### src/rtl/freq_meter_pkg.sv
// Purpose: shared constants and FSM state type for the gated frequency meter.
// Latency: n/a (types and constants only).
// Backpressure: n/a.
//
// System-clock figures live here so that the meter and the clock dividers
// agree on what "one second" means.
package freq_meter_pkg;

  localparam int SYS_CLK_HZ      = 100_000_000;
  localparam int DEF_GATE_CYCLES = SYS_CLK_HZ;   // 1 s window at SYS_CLK_HZ
  localparam int DEF_GATE_W      = 27;           // 2**27 > 100e6
  localparam int DEF_CNT_W       = 32;

  typedef enum logic [1:0] {
    IDLE  = 2'd0,
    GATE  = 2'd1,
    LATCH = 2'd2
  } state_t;

endpackage

### src/rtl/freq_meter_if.sv
// Purpose: control/result bundle between a meter client and freq_meter.
// Latency: n/a (wires only).
// Backpressure: none; valid is a one-cycle strobe, results hold until the next one.
//
// Signals: start/cont (client -> meter), busy/valid/freq_count/overflow
// (meter -> client).
interface freq_meter_if
  import freq_meter_pkg::*;
#(
  parameter int CNT_W = DEF_CNT_W
) ();

  logic             start;
  logic             cont;
  logic             busy;
  logic             valid;
  logic             overflow;
  logic [CNT_W-1:0] freq_count;

  modport master (
    output start, cont,
    input  busy, valid, overflow, freq_count
  );

  modport slave (
    input  start, cont,
    output busy, valid, overflow, freq_count
  );

endinterface

### src/rtl/freq_meter_sync_edge_det.sv
// Purpose: 2-flop synchronizer plus rising-edge pulse for an asynchronous input.
// Latency: rise is high in the cycle after the second clk_in edge that sees d=1.
// Backpressure: none; one rise pulse per synchronized 0->1 transition.
//
// Ports: clk_in (clock), rst_n (async active-low reset), d (async input),
// rise (one-cycle pulse in the clk_in domain).
module sync_edge_det (
  input  logic clk_in,
  input  logic rst_n,
  input  logic d,
  output logic rise
);

  logic sync1_q;
  logic sync2_q;
  logic sync_d_q;

  always_ff @(posedge clk_in or negedge rst_n) begin
    if (!rst_n) begin
      sync1_q  <= 1'b0;
      sync2_q  <= 1'b0;
      sync_d_q <= 1'b0;
    end else begin
      sync1_q  <= d;
      sync2_q  <= sync1_q;
      sync_d_q <= sync2_q;
    end
  end

  assign rise = sync2_q & ~sync_d_q;

endmodule

### src/rtl/freq_meter.sv
// Purpose: counts rising edges of sig_in over a window of GATE_CYCLES clk_in cycles.
// Latency: result and valid appear in the cycle after the last gate cycle;
//          an edge on sig_in reaches the counter 3 clk_in edges later.
// Backpressure: none; start while busy is dropped, results hold until the next valid.
//
// Ports: clk_in, rst_n (async active-low), sig_in (async signal under test),
// bus (slave side of freq_meter_if: start, cont, busy, valid, freq_count, overflow).
module freq_meter
  import freq_meter_pkg::*;
#(
  parameter int GATE_CYCLES = DEF_GATE_CYCLES,
  parameter int GATE_W      = DEF_GATE_W,
  parameter int CNT_W       = DEF_CNT_W
) (
  input  logic       clk_in,
  input  logic       rst_n,
  input  logic       sig_in,
  freq_meter_if.slave bus
);

  localparam logic [GATE_W-1:0] GATE_LAST = GATE_W'(GATE_CYCLES - 1);
  localparam logic [CNT_W-1:0]  CNT_MAX   = '1;

  logic              rise;
  state_t            state_q;
  logic [GATE_W-1:0] gate_cnt_q;
  logic [CNT_W-1:0]  edge_cnt_q;
  logic [CNT_W-1:0]  edge_cnt_d;
  logic              ovf_q;
  logic              ovf_d;
  logic [CNT_W-1:0]  freq_count_q;
  logic              overflow_q;
  logic              valid_q;
  logic              busy_q;

  sync_edge_det u_sync (
    .clk_in (clk_in),
    .rst_n  (rst_n),
    .d      (sig_in),
    .rise   (rise)
  );

  // Saturating edge count; a rise that arrives at saturation marks the gate
  // as overflowed instead of wrapping.
  always_comb begin
    edge_cnt_d = edge_cnt_q;
    ovf_d      = ovf_q;
    if (rise) begin
      if (edge_cnt_q == CNT_MAX) begin
        ovf_d = 1'b1;
      end else begin
        edge_cnt_d = edge_cnt_q + 1'b1;
      end
    end
  end

  // The result registers load on the last gate edge (including that cycle's
  // rise) so freq_count/overflow are already updated while valid is high in LATCH.
  always_ff @(posedge clk_in or negedge rst_n) begin
    if (!rst_n) begin
      state_q      <= IDLE;
      gate_cnt_q   <= '0;
      edge_cnt_q   <= '0;
      ovf_q        <= 1'b0;
      freq_count_q <= '0;
      overflow_q   <= 1'b0;
      valid_q      <= 1'b0;
      busy_q       <= 1'b0;
    end else begin
      valid_q <= 1'b0;
      case (state_q)
        IDLE: begin
          if (bus.start || bus.cont) begin
            gate_cnt_q <= '0;
            edge_cnt_q <= '0;
            ovf_q      <= 1'b0;
            busy_q     <= 1'b1;
            state_q    <= GATE;
          end
        end
        GATE: begin
          gate_cnt_q <= gate_cnt_q + 1'b1;
          edge_cnt_q <= edge_cnt_d;
          ovf_q      <= ovf_d;
          if (gate_cnt_q == GATE_LAST) begin
            freq_count_q <= edge_cnt_d;
            overflow_q   <= ovf_d;
            valid_q      <= 1'b1;
            state_q      <= LATCH;
          end
        end
        LATCH: begin
          // Edges during this dead cycle are dropped by the counter clear.
          if (bus.cont) begin
            gate_cnt_q <= '0;
            edge_cnt_q <= '0;
            ovf_q      <= 1'b0;
            state_q    <= GATE;
          end else begin
            busy_q  <= 1'b0;
            state_q <= IDLE;
          end
        end
        default: begin
          busy_q  <= 1'b0;
          state_q <= IDLE;
        end
      endcase
    end
  end

  assign bus.busy       = busy_q;
  assign bus.valid      = valid_q;
  assign bus.overflow   = overflow_q;
  assign bus.freq_count = freq_count_q;

endmodule

### src/flat_wrapper.sv
// flat-port wrapper written by rule: the top's interface ports become plain ports
module freq_meter_flat import freq_meter_pkg::*;
#(
  parameter int GATE_CYCLES = DEF_GATE_CYCLES,
  parameter int GATE_W      = DEF_GATE_W,
  parameter int CNT_W       = DEF_CNT_W
)
  (clk_in, rst_n, sig_in, bus_start, bus_cont, bus_busy, bus_valid, bus_overflow, bus_freq_count);
  freq_meter_if #(.CNT_W(CNT_W)) bus_i ();
  input  logic clk_in;
  input  logic rst_n;
  input  logic sig_in;
  input wire logic [$bits(bus_i.start)-1:0] bus_start;
  input wire logic [$bits(bus_i.cont)-1:0] bus_cont;
  output wire logic [$bits(bus_i.busy)-1:0] bus_busy;
  output wire logic [$bits(bus_i.valid)-1:0] bus_valid;
  output wire logic [$bits(bus_i.overflow)-1:0] bus_overflow;
  output wire logic [$bits(bus_i.freq_count)-1:0] bus_freq_count;
  assign bus_i.start = bus_start;
  assign bus_i.cont = bus_cont;
  assign bus_busy = bus_i.busy;
  assign bus_valid = bus_i.valid;
  assign bus_overflow = bus_i.overflow;
  assign bus_freq_count = bus_i.freq_count;
  freq_meter #(.GATE_CYCLES(GATE_CYCLES), .GATE_W(GATE_W), .CNT_W(CNT_W)) u_core (.clk_in(clk_in), .rst_n(rst_n), .sig_in(sig_in), .bus(bus_i));
endmodule
### config.mk
export PLATFORM = sky130hd
export DESIGN_NAME = freq_meter_flat
export DESIGN_NICKNAME = d
export VERILOG_FILES = /design/src/rtl/freq_meter_pkg.sv /design/src/rtl/freq_meter_if.sv /design/src/rtl/freq_meter_sync_edge_det.sv /design/src/rtl/freq_meter.sv /design/src/flat_wrapper.sv
export SDC_FILE = /design/constraint.sdc
export NUM_CORES = 1
export LEC_CHECK = 0
export ABC_AREA = 0
export CORE_MARGIN = 5
export CORE_UTILIZATION = 55
export DETAILED_ROUTE_END_ITERATION = 6
export DONT_BUFFER_PORTS = 1
export HOLD_SLACK_MARGIN = 0.12
export PLACE_DENSITY = 0.72
export SLEW_MARGIN = 25
export SYNTH_ARGS = -nofsm -noshare
export SYNTH_HDL_FRONTEND = slang
export SYNTH_SLANG_ARGS = --single-unit
### constraint.sdc
create_clock -name clk_in -period 2.3 [get_ports clk_in]
set_input_delay 0.115 -clock clk_in [delete_from_list [all_inputs] [get_ports clk_in]]
set_output_delay 0.115 -clock clk_in [all_outputs]
set_load 0.05 [all_outputs]
==> results.toml <==
[run_status]
outcome = "finished, violations left"
violations_in_the_final_reports = "hold timing"

[clock_tree]
insertion_delay_ns = 0.37
tritoncts = "built"
cts.path.max_buffers = 2
sinks_on_the_clock_net = 100
postCtsSetupRepairBufs = 0
clk_pin_slew_worst_paths_ns = 0.09
clock_tree.htree_level_count = 3
cts_bufs_inserted = 9
cts_root_buffer = "sky130_fd_sc_hd__clkbuf_8"
cts_hold_buf = 3

[global_route]
first_pass_grt_wire_length_um = 19000
grt-ovfl-total = 0
grt_pass1_vias = 3927
globalRouteTotalUtil_pct = 20.3
number_of_antenna_violations_at_the_first_check_in_global_routing = 0
grt_max_degree = 101

[setup_path]
r2r_cells = 7
required_ns = 2.58
timing.critical_path.cells = "ha_1 > and4_1 > nand2_4 > nor4_4 > and2_4 > nand2_1 > o21ai_0"
setup.worst_path.end = "u_core.edge_cnt_q[22]"
end_kind = "register"
setup.reg_to_reg.worst_slack_ns = 0.18
r2r-start = "u_core.edge_cnt_q[0]"
criticalPathCategory = "register to register"
cp_data_arrival_time_ns = 2.40
worst_r2r_endpoint = "u_core.edge_cnt_q[22]"
critPathMaxStageDelay_ns = 0.49
cpMaxStageDelayCell = "sky130_fd_sc_hd__nor4_4"
worstSetupStartpointType = "register"
worstSetupStartpoint = "u_core.edge_cnt_q[0]"
worstPathMaxFanout = 7

[sta]
period_share_pct = 92.0
clock.fmax_ghz = 0.473
max-slew-margin-rel_pct = 64.8
fin_skew_ns = 0.0139
layout_min_cycle_time_ns = 2.12
slew_violations = 0
tightest_slew_ns = 0.526
count_of_final_hold_check_violations = 100
setup-tns-final_ns = 0
fin_worst_hold_slack_ns = -0.564
report.final.setup_viol = 0
setup_repair_after_global_routing_missed_its_margin = "no"

[route]
detail_route.drc_violations = 0
dr.first_iter.drc_count = 279
routed_wl_um = 10700
detailroute.via_count = 3963
antenna_violating_nets_post_route = 0
first_pass_iters = 4
via_per_inst = 5.87
route.detailed.wl_per_inst_um = 15.9

[placed_design]
gp_routability_congestion = 0.864
dp.cells = 656
place.detailed.hpwl_um = 7090
port-buffer-count = 0

[floorplan]
num_io_pins = 40
placeableCoreArea_mm2 = 0.00928
die-height_um = 108
dieWidth_um = 108
initial_core_utilization_pct = 56.4
design.die.area_mm2 = 0.0116
fp-row-count = 35

[layout]
net_total_in_the_final_layout = 548
synthToLayoutAreaGrowth_pct = 7.50
final_core_utilization_pct = 60.6
post_layout_nonfiller_instances = 675
antenna_cells_inserted = 0
area_occupied_by_multi_input_gates_mm2 = 0.00250
fillers = 809
layout.cells.most_common = "sky130_fd_sc_hd__dfrtp_1"
final_cell_mix = "100 x sky130_fd_sc_hd__dfrtp_1, 63 x sky130_fd_sc_hd__nand2_1, 47 x sky130_fd_sc_hd__o21ai_0, 39 x sky130_fd_sc_hd__nor2_1, 27 x sky130_fd_sc_hd__nand3_1"
post_route_cells_drive_above_1_share_pct = 11.4
area_taken_by_flip_flops_and_latches_mm2 = 0.00250

[synth]
synth_edf_count = 0
ys_types = 64
synthesis.area_mm2 = 0.00524
synthMuxAreaShare_pct = 0.669
synth_compound_gate_area_share_pct = 15.6
combinational_family_with_the_most_area_after_synthesis = "simple AND/OR/NAND/NOR gates"
syn-instance-count = 543
yosysWarningCount = 0
post_synth_xor_area_fraction_pct = 8.36
yosys_register_bits = 100
synthFlopType = "sky130_fd_sc_hd__dfrtp_1"
async_reset_ff_share_pct = 100
synth.net_count = 550
synth_fa_ha_area_share_pct = 0.478
sequential_area_share_after_synthesis_pct = 47.8
syn-mean-instance-area_um2 = 9.65
synth_simple_gate_area_share_pct = 22.5

[pwr]
pwr_density_cell_mw_per_mm2 = 734
p_leak_uw = 0.00245
ir_drop_worst_vdd_mv = 0.444

[run]
timing.max_cap.violations = 0

[hold_path]
min-delay-path-class = "input port to async pin"
-- layer usage --
metal	wire length, um	share of wire (%)	track usage (%)	vias to the layer above
met2	4990	47	31.2	92
met5	0	0	0	-
met3	590	5.5	5.28	15
li1	-	-	-	1910
met1	4980	47	28.0	1946
met4	146	1.4	6.58	0
-- critical path, delay by kind of cell (launching register included) --
family                     cells  cell delay, ns
AOI/OAI and AO/OA              1            0.18
and+or+nand+nor                5            1.23
DFF                            1            0.43
adders and majority gates      1            0.19
-- layout make-up --
type                       count  area share (%)
multi-input combinational    397            44.4
clock buffer                  10            2.27
inverter                      13           0.867
timing repair buffer          20            2.80
tap                          129            2.87
clock inverter                 6            2.38
sequential                   100            44.4
-- timing repair --
| action | in CTS | in global routing |
|---|---|---|
| gates resized for setup | 0 | 0 |
| setup endpoints to repair | 0 | 0 |
| endpoints found under the hold margin | 102 | 100 |
-- per-stage QoR --
step | power [uW] | instance area (um^2) | setup WS (ns) | hold WS, ns
5_1_grt | 4360 | 5630 | 0.0341 | -0.600
2_1_floorplan | 2560 | 5240 | 0.340 | -0.181
6_report | 4130 | 5630 | 0.184 | -0.564
4_1_cts | 4160 | 5630 | 0.176 | -0.589
3_3_place_gp | 2670 | 5340 | 0.225 | -0.177
3_5_place_dp | 2710 | 5340 | 0.184 | -0.177
-- power breakdown --
part,total [uW],internal (uW),switching (uW)
Sequential,2160,1930,224
Clock,1430,835,600
Combinational,540,249,291
Total,4130,3020,1110
-- state kept, by name, indices dropped and copies added, names as in the netlist --
signal,cells
u_core.bus.busy,1
u_core.bus.freq_count,32
u_core.bus.overflow,1
u_core.bus.valid,1
u_core.edge_cnt_q,32
u_core.gate_cnt_q,27
u_core.ovf_q,1
u_core.state_q,2
u_core.u_sync.sync1_q,1
u_core.u_sync.sync2_q,1
u_core.u_sync.sync_d_q,1
-- synth_stat cells, types with 7 or more instances --
cell type | number | share of area, %
sky130_fd_sc_hd__a21o_1 | 7 | 1.0
sky130_fd_sc_hd__a21oi_1 | 16 | 1.5
sky130_fd_sc_hd__a31oi_1 | 12 | 1.4
sky130_fd_sc_hd__and3_1 | 12 | 1.4
sky130_fd_sc_hd__and4_1 | 10 | 1.7
sky130_fd_sc_hd__clkbuf_1 | 16 | 1.1
sky130_fd_sc_hd__dfrtp_1 | 100 | 48
sky130_fd_sc_hd__inv_1 | 13 | 0.93
sky130_fd_sc_hd__nand2_1 | 63 | 4.5
sky130_fd_sc_hd__nand3_1 | 28 | 2.7
sky130_fd_sc_hd__nand4_1 | 11 | 1.3
sky130_fd_sc_hd__nor2_1 | 39 | 2.8
sky130_fd_sc_hd__o21ai_0 | 47 | 4.5
sky130_fd_sc_hd__o21ai_1 | 17 | 1.6
sky130_fd_sc_hd__o31ai_1 | 7 | 1.0
sky130_fd_sc_hd__xnor2_1 | 24 | 4.0
sky130_fd_sc_hd__xor2_1 | 26 | 4.3
-- how the worst min path moves through the flow --
stage	from	to	depth (start not counted)
after floorplan	rst_n	u_core.bus.busy	0
after global placement	rst_n	u_core.bus.freq_count[24]	0
after detailed placement	rst_n	u_core.bus.freq_count[24]	0
after CTS	rst_n	u_core.bus.freq_count[18]	0
after global routing	rst_n	u_core.gate_cnt_q[2]	0
final	rst_n	u_core.bus.freq_count[26]	0
-- cells by family after synthesis --
| logic type | count (synthesis) |
|---|---|
| adder cells (fa/ha/maj) | 2 |
| AO/OA/AOI/OAI | 130 |
| flip-flops | 100 |
| multiplexers | 3 |
| AND/OR/NAND/NOR | 212 |
| buffers and inverters | 46 |
| XOR/XNOR | 50 |
(Power assumes the default switching activity.)
